**config.mk**
```make
export PLATFORM = sky130hd
export DESIGN_NAME = npc_branch_unit
export DESIGN_NICKNAME = d
export VERILOG_FILES = /design/src/rtl/npc_branch_unit.sv
export SDC_FILE = /design/constraint.sdc
export NUM_CORES = 1
export LEC_CHECK = 0
export BUFFER_PORTS_ARGS = -buffer_cell sky130_fd_sc_hd__buf_2
export CORE_UTILIZATION = 41
export CTS_BUF_LIST = sky130_fd_sc_hd__clkbuf_8
export CTS_CLUSTER_DIAMETER = 100
export DETAILED_ROUTE_END_ITERATION = 16
export PLACE_DENSITY_LB_ADDON = 0.12
export SLEW_MARGIN = 20
export SYNTH_ARGS = -nofsm -noshare
export SYNTH_HDL_FRONTEND = slang
export SYNTH_SLANG_ARGS = --single-unit
```
**constraint.sdc**
```tcl
create_clock -name clk -period 2 [get_ports clk]
set_input_delay 0.2 -clock clk [delete_from_list [all_inputs] [get_ports clk]]
set_output_delay 0.2 -clock clk [all_outputs]
set_load 0.02 [all_outputs]
```
**src/rtl/npc_branch_unit.sv**
```systemverilog
// ============================================================================
// npc_branch_unit
// ----------------------------------------------------------------------------
// Fetch-side next-PC selector. Owns the fetch PC register and picks the next
// fetch address from, in descending priority:
//     CP0 exception/interrupt entry, eret, stall (hold), jr/jalr, j/jal,
//     taken conditional branch, and sequential pc+4.
// It also tracks the MIPS branch delay slot so that CP0 can record BD for the
// instruction currently being fetched, and it requests an F/D flush on
// exception entry and eret (neither has a delay slot).
//
// Optional build macro:
//     PC_ALIGN_CHECK_EN - registers a fetch address-error flag alongside the
//                         PC (misaligned or outside [IMEM_LO, IMEM_HI]).
//                         When undefined, exc_adel_if is tied low and no
//                         range comparators are built.
//
// Ports:
//     clk           in   1   clock, rising edge
//     reset         in   1   asynchronous, active-low reset
//     stall         in   1   hazard unit: freeze PC and F/D register
//     d_branchop    in   3   D-stage branch type (0 = not a branch)
//     cmp_out       in   1   comparator result for the D-stage branch
//     d_br_target   in   32  branch target
//     d_jump        in   1   D-stage j/jal
//     d_jump_target in   32  jump target
//     d_jr          in   1   D-stage jr/jalr
//     d_jr_target   in   32  forwarded rs value
//     exc_req       in   1   CP0: exception/interrupt taken this cycle
//     eret          in   1   CP0: eret committing this cycle
//     epc           in   32  CP0 EPC
//     pc_f          out  32  current fetch PC
//     pc4_f         out  32  pc_f + 4 (modulo 2^32)
//     bd_f          out  1   instruction at pc_f is a delay slot
//     flush_fd      out  1   clear F/D register this edge (combinational)
//     redirect      out  1   control transfer accepted this cycle (comb.)
//     exc_adel_if   out  1   fetch address error (PC_ALIGN_CHECK_EN only)
// ============================================================================
module npc_branch_unit #(
    parameter logic [31:0] RESET_PC = 32'h0000_3000,
    parameter logic [31:0] EXC_VEC  = 32'h0000_4180,
    parameter logic [31:0] IMEM_LO  = 32'h0000_3000,
    parameter logic [31:0] IMEM_HI  = 32'h0000_6FFC
) (
    input  logic        clk,
    input  logic        reset,
    input  logic        stall,
    input  logic [2:0]  d_branchop,
    input  logic        cmp_out,
    input  logic [31:0] d_br_target,
    input  logic        d_jump,
    input  logic [31:0] d_jump_target,
    input  logic        d_jr,
    input  logic [31:0] d_jr_target,
    input  logic        exc_req,
    input  logic        eret,
    input  logic [31:0] epc,
    output logic [31:0] pc_f,
    output logic [31:0] pc4_f,
    output logic        bd_f,
    output logic        flush_fd,
    output logic        redirect,
    output logic        exc_adel_if
);

    typedef enum logic {
        SEQ  = 1'b0,
        SLOT = 1'b1
    } state_t;

    // ------------------------------------------------------------------------
    // State
    // ------------------------------------------------------------------------
    logic [31:0] pc_reg;
    logic [31:0] pc_next;
    state_t      state_reg;
    state_t      state_next;

    // ------------------------------------------------------------------------
    // Decode of the D-stage control-transfer request
    // ------------------------------------------------------------------------
    logic is_branch;     // conditional branch present in D
    logic br_taken;      // conditional branch resolved taken
    logic is_xfer;       // any branch/jump in D, taken or not: next is a slot
    logic xfer_taken;    // D-stage transfer actually changes the PC
    logic cp0_entry;     // exc_req or eret: overrides everything incl. stall

    assign is_branch  = (d_branchop != 3'd0);
    assign br_taken   = is_branch && cmp_out;
    assign is_xfer    = is_branch || d_jump || d_jr;
    assign xfer_taken = d_jr || d_jump || br_taken;
    assign cp0_entry  = exc_req || eret;

    // ------------------------------------------------------------------------
    // Next-PC selection
    // ------------------------------------------------------------------------
    always_comb begin
        pc_next = pc_reg + 32'd4;
        if (exc_req) begin
            pc_next = EXC_VEC;
        end else if (eret) begin
            pc_next = epc;
        end else if (stall) begin
            pc_next = pc_reg;
        end else if (d_jr) begin
            pc_next = d_jr_target;
        end else if (d_jump) begin
            pc_next = d_jump_target;
        end else if (br_taken) begin
            pc_next = d_br_target;
        end
    end

    // ------------------------------------------------------------------------
    // Delay-slot tracking. Any branch/jump in D makes the following fetch a
    // delay slot, whether or not the transfer is taken. A branch sitting in a
    // delay slot keeps us in SLOT and its transfer is still honoured.
    // ------------------------------------------------------------------------
    always_comb begin
        state_next = state_reg;
        if (cp0_entry) begin
            state_next = SEQ;
        end else if (!stall) begin
            state_next = is_xfer ? SLOT : SEQ;
        end
    end

`ifdef PC_ALIGN_CHECK_EN
    // ------------------------------------------------------------------------
    // Fetch address-error check on the PC about to be loaded. The PC is still
    // presented; CP0 decides what to do with the flag.
    // ------------------------------------------------------------------------
    logic adel_reg;
    logic adel_next;

    always_comb begin
        adel_next = (pc_next[1:0] != 2'b00) ||
                    (pc_next < IMEM_LO)     ||
                    (pc_next > IMEM_HI);
    end

    always_ff @(posedge clk or negedge reset) begin
        if (!reset) begin
            adel_reg <= 1'b0;
        end else if (cp0_entry) begin
            adel_reg <= 1'b0;
        end else if (!stall) begin
            adel_reg <= adel_next;
        end
    end

    assign exc_adel_if = adel_reg;
`else
    // Bounds only matter for the optional check; fold them away here.
    logic unused_imem_bounds;
    assign unused_imem_bounds = ^{IMEM_LO, IMEM_HI};
    assign exc_adel_if        = 1'b0;
`endif

    // ------------------------------------------------------------------------
    // PC register and FSM
    // ------------------------------------------------------------------------
    always_ff @(posedge clk or negedge reset) begin
        if (!reset) begin
            pc_reg    <= RESET_PC;
            state_reg <= SEQ;
        end else begin
            pc_reg    <= pc_next;
            state_reg <= state_next;
        end
    end

    // ------------------------------------------------------------------------
    // Outputs. flush/redirect are gated by reset so that a transfer pending at
    // the moment reset asserts is dropped immediately.
    // ------------------------------------------------------------------------
    assign pc_f     = pc_reg;
    assign pc4_f    = pc_reg + 32'd4;
    assign bd_f     = (state_reg == SLOT);
    assign flush_fd = reset && cp0_entry;
    assign redirect = reset && !cp0_entry && !stall && xfer_taken;

endmodule

```
After elaboration in Yosys (flattened, before gate mapping)
Cells that the tools add are included.
{"block": "word_totals", "elab_cells": 27, "out_inout_bits": 68, "register_bits": 33, "inputBits": 139}
{"block": "op_classes", "n_mux": 9, "n_eq_ne": 2, "n_addsub": 1, "n_reduce_logical": 13}
{"op": "2-to-1 mux 32 bit", "n": 6}
{"op": "adder 32 x 3 -> 32 bit (second input constant)", "n": 1}
{"op": "logical AND 1 bit", "n": 5}
{"op": "logical OR 1 bit", "n": 5}
{"op": "2-to-1 mux 1 bit", "n": 3}
{"op": "inequality test 3 x 1 -> 1 bit (second input constant)", "n": 1}
{"op": "nonzero test 3 bit", "n": 1}
{"op": "logical NOT 1 bit", "n": 2}
{"op": "inequality test 2 x 1 -> 1 bit (second input constant)", "n": 1}

Depth between registers and ports, before layout
{"block": "depth", "depth_word": 8, "ltp_mapped": 8, "depth_no_buf": 6}

Least setup slack after synthesis
Ideal clock, no wire load.
{"block": "synth_path", "path_type": "flip-flop to output port", "startpoint": "register pc_reg[12] (netlist: pc_f[12])", "endpoint": "output port pc4_f[29]", "setup_slack_ps": -252, "path_buffers": 1, "t_arrival_ps": 2052, "required_ps": 1800, "path_stages_with_launch": 6, "path_cell_list": "dfstp_2 -> and4_1 -> buf_4 -> nand4_4 -> or4_1 -> xnor2_1"}
{"block": "synth_via", "elab_chain_len": 1}
{"element": "start: declaration", "line_no": "74", "text": "logic [31:0] pc_reg;"}
{"element": "start signal: assignment", "line_no": "168", "text": "pc_reg <= pc_next;"}
{"element": "adder 32 x 3 -> 32 bit", "line_no": "178", "text": "assign pc4_f = pc_reg + 32'd4;"}
{"element": "end: declaration", "line_no": "59", "text": "output logic [31:0] pc4_f,"}
No other way between the ends.

Worst setup path in the final report
{"block": "layout_path", "startpoint": "register pc_reg[12] (netlist: pc_f[12])", "endpoint": "output port pc4_f[22]"}
The elaborated chain is that of the path after synthesis.

==> impl_results.rst <==
.. list-table::
   :header-rows: 1

   * - Metric
     - Value
   * - Initial DRT Pass Iterations
     - 5
   * - Relative area change from synthesis to final layout
     - 62.31%
   * - Netlist cell types
     - 65
   * - Final net count
     - 875
   * - PnR worst setup slack
     - -0.3260 ns
   * - Buffer depth of the longest clock path
     - 2
   * - Pin count of the biggest net entering global routing
     - 34
   * - Kind of cell with the highest combined delay on the critical path
     - simple AND/OR/NAND/NOR gates
   * - Max Cap Violations
     - 0
   * - Setup slack at placement
     - -0.09408 ns
   * - Critical Path Sink Type
     - primary output
   * - Antenna violations before repair
     - 0
   * - Flip-flop and latch count after synthesis
     - 33
   * - Worst hold slack after final layout
     - 0.01871 ns
   * - Die Wd
     - 93.54 µm
   * - Static leakage
     - 2.696 nW
   * - Hold violation total from the final report
     - 0
   * - First-pass GRT wire length
     - 23620 µm
   * - Number of H-tree levels
     - 2
   * - Portion of netlist area occupied by mux cells
     - 0.5827%
   * - Power after layout
     - 0.002643 W
   * - Core box area
     - 0.008175 mm²
   * - Result of the run
     - finished with violations
   * - Final weighted congestion in routability-driven placement
     - 0.9517
   * - Data arrival time of the critical path
     - 2.13 ns
   * - Clk root buf
     - sky130_fd_sc_hd__clkbuf_8
   * - Dominant register cell in the synthesized netlist
     - sky130_fd_sc_hd__dfrtp_1
   * - Die Height
     - 93.54 µm
   * - Synthesized area per cell
     - 7.203 µm²
   * - Length of routed met2 wiring
     - 7450 µm
   * - Combinational family with the most area after synthesis
     - compound AO/OA/AOI/OAI gates
   * - Number of flops mapped to enable cells by yosys
     - 0
   * - Min-delay worst type
     - primary input to asynchronous set/reset pin
   * - Mapped Nets
     - 617
   * - Area fraction in and, or, nand and nor cells after synthesis
     - 28.62%
   * - Post-DRT Antenna Nets
     - 0
   * - Actual transition at the worst max-transition pin
     - 0.6034 ns
   * - Number of top-level pins
     - 207
   * - DR iter-0 viols
     - 417
   * - Element type at the critical path start
     - register
   * - CTS Hold Bufs
     - 0
   * - Top layer reached by signal wires
     - met4
   * - Number of buffers and inverters on the critical path
     - 2
   * - Fraction of synthesized cell area in xor and xnor cells
     - 5.353%
   * - Count of endpoints failing setup in the final report
     - 19
   * - Clk Latency, worst-skew pair
     - 0.29 ns
   * - Detailed-route wire length on metal 1
     - 6614 µm
   * - Cell with the biggest individual delay on the critical path
     - sky130_fd_sc_hd__dfstp_2
   * - Via density per instance
     - 6.055
   * - Final setup skew
     - 0.007456 ns
   * - Period utilization
     - 116.3%
   * - Biggest fanout along the worst timing path
     - 5
   * - Required time worst endpoint
     - 1.80 ns
   * - Number of vias after detailed routing
     - 5092
   * - Worst stage delay on the critical path
     - 0.53 ns
   * - Leftover overflow at the end of global routing
     - 0
   * - Max-Slew Margin vs Limit
     - 59.62%
   * - Final-report max-slew violation count
     - 0
   * - Min Clock Period, post-route
     - 2.326 ns
   * - Half-perimeter wire length after detailed placement
     - 11830 µm
   * - ANT cells
     - 0
   * - Fraction of the mapped netlist area in adder cells
     - 0.3642%
   * - Count of input and output buffers
     - 205
   * - Cell area after synthesis
     - 0.003436 mm²
   * - Fraction of registers with async set/reset
     - 100.0%
   * - Post-CTS clock slew at the launch and capture registers of the worst setup and hold paths
     - 0.08 ns
   * - Detail Route met3 WL
     - 1466 µm
   * - Failing checks
     - negative setup slack
   * - Gate Count Post-Synth
     - 477
   * - Count of clock tree sinks
     - 33
   * - Worst vdd rail ir drop
     - 0.2447 mV
   * - Seq/Total Area, Yosys
     - 24.11%
   * - Kind of critical path
     - register to primary output
   * - Share of post-route cells with drive strength above 1
     - 49.18%
   * - Overall track demand over capacity in global routing
     - 35.16%
   * - TritonCTS Buffers
     - 5
   * - Die Area
     - 0.008750 mm²
   * - Total power per unit cell area
     - 474.0 mW/mm²
   * - Post-route non-filler standard cell count
     - 841
   * - Clock tree from TritonCTS
     - built
   * - Post-Place Cells
     - 824
   * - Ys Warns
     - 0
   * - Fmax
     - 429.9 MHz
   * - Detailed-route DRC error count
     - 0
   * - Via count of the first global-routing pass
     - 4643
   * - Synth Area in Compound Gates
     - 33.79%
   * - Critical path, cell by cell
     - and4_4 -> nand4_1 -> buf_4 -> or4_4 -> nand2_2 -> buf_6
   * - Setup repair after global routing missed its margin
     - yes
   * - Number of rows in the core area
     - 33
   * - Wire length per cell after detailed routing
     - 18.93 µm
   * - Initial core utilization
     - 42.03%
   * - DRT Wirelength
     - 15920 µm
routing by layer:
layer,vias to the layer above,global-route usage [%]
met4,0,12.44
met1,2384,48.69
met3,49,4.390
met2,355,56.19
met5,-,0
li1,2304,-
where the power goes:
group	leakage [nW]	switching, W	internal [W]
sequential	0.406	0.0000429	0.000727
combinational	2.23	0.000693	0.000503
clock	0.0626	0.000275	0.000402
total	2.70	0.00101	0.00163
final cells by class:
cell class                 count  area (µm²)
fill                         708        2599
inverter                      17       63.81
tap                          105       131.4
timing repair buffer         292        1762
clock buffer                   6       82.58
multi-input combinational    386        2665
clock inverter                 2       33.78
sequential                    33       838.3
sequential cells by signal, indices dropped and copies added, names as in the netlist:
register and count:
pc_f 32, bd_f 1
cells in the mapped netlist, types with 8 or more instances:
cell                       count  area (µm²)
sky130_fd_sc_hd__nor2_1       43       161.4
sky130_fd_sc_hd__a21oi_1      43       215.2
sky130_fd_sc_hd__dfrtp_1      31       775.7
sky130_fd_sc_hd__clkbuf_1     27       101.4
sky130_fd_sc_hd__nor4_1        8       50.05
sky130_fd_sc_hd__nand2_1      53       198.9
sky130_fd_sc_hd__nor3_1       11       55.05
sky130_fd_sc_hd__xnor2_1      15       131.4
sky130_fd_sc_hd__a211oi_1     16       120.1
sky130_fd_sc_hd__o211ai_1     10       75.07
sky130_fd_sc_hd__and3_1        8       50.05
sky130_fd_sc_hd__o22ai_1      11       68.82
sky130_fd_sc_hd__o221ai_1      9       78.83
sky130_fd_sc_hd__nand3_1      29       145.1
sky130_fd_sc_hd__o21ai_0      17       85.08
sky130_fd_sc_hd__inv_1        16       60.06
worst paths after layout:
path | from | to | slack [ns] | depth (start not counted)
setup / recovery | pc_f[12] | pc4_f[22] | -0.33 | 6
max in group asynchronous | reset | pc_f[3] | 1.62 | 2
hold / removal | reset | pc_f[29] | 0.02 | 2
hold reg to reg | bd_f | bd_f | 0.61 | 2
setup reg to reg | pc_f[12] | pc_f[22] | -0.19 | 7
min in group clk | epc[0] | pc_f[0] | 0.13 | 2
cells in the final DEF (no fill, tap or decap), types with 6 or more instances in the layout:
| master | synthesis | final |
|---|---|---|
| sky130_fd_sc_hd__dfrtp_1 | 31 | 23 |
| sky130_fd_sc_hd__o211ai_1 | 10 | 10 |
| sky130_fd_sc_hd__nand2_1 | 53 | 50 |
| sky130_fd_sc_hd__clkbuf_8 | 0 | 6 |
| sky130_fd_sc_hd__o21ai_0 | 17 | 16 |
| sky130_fd_sc_hd__a211o_1 | 7 | 7 |
| sky130_fd_sc_hd__xnor2_1 | 15 | 7 |
| sky130_fd_sc_hd__xnor2_2 | 0 | 6 |
| sky130_fd_sc_hd__o22ai_1 | 11 | 11 |
| sky130_fd_sc_hd__buf_4 | 5 | 89 |
| sky130_fd_sc_hd__dfrtp_2 | 0 | 8 |
| sky130_fd_sc_hd__inv_1 | 16 | 17 |
| sky130_fd_sc_hd__nand3_1 | 29 | 24 |
| sky130_fd_sc_hd__nor2_1 | 43 | 42 |
| sky130_fd_sc_hd__nand4_1 | 7 | 7 |
| sky130_fd_sc_hd__buf_6 | 0 | 10 |
| sky130_fd_sc_hd__a21oi_1 | 43 | 42 |
| sky130_fd_sc_hd__a211oi_1 | 16 | 16 |
| sky130_fd_sc_hd__buf_2 | 5 | 192 |
| sky130_fd_sc_hd__o221ai_1 | 9 | 9 |
| sky130_fd_sc_hd__nor3_1 | 11 | 10 |
| sky130_fd_sc_hd__and3_1 | 8 | 7 |
through the flow:
stage	util, %	instance area [µm²]	TNS [ns]
2_1_floorplan	-	3543	-0.06994
3_5_place_dp	62.55	5114	-0.5851
3_3_place_gp	62.55	5114	-0.4031
5_1_grt	68.21	5577	-4.547
4_1_cts	65.73	5374	-2.677
6_report	68.21	5577	-3.369
timing repair:
item | 4_1_cts | 5_1_grt
gates cloned | 0 | 0
pin swaps | 4 | 10
endpoints found under the setup margin | 26 | 25
gates resized for setup | 36 | 31
setup buffers | 3 | 8
kinds of logic (layout without fill, tap and decap cells):
family	Yosys count	in the layout
AND/OR/NAND/NOR	194	194
AO/OA/AOI/OAI	167	167
buffers and inverters	58	317
flip-flops	33	33
XOR/XNOR	21	21
multiplexers	2	2
adder cells (fa/ha/maj)	1	1
other	1	1
Power figures use the tool's default switching activity.
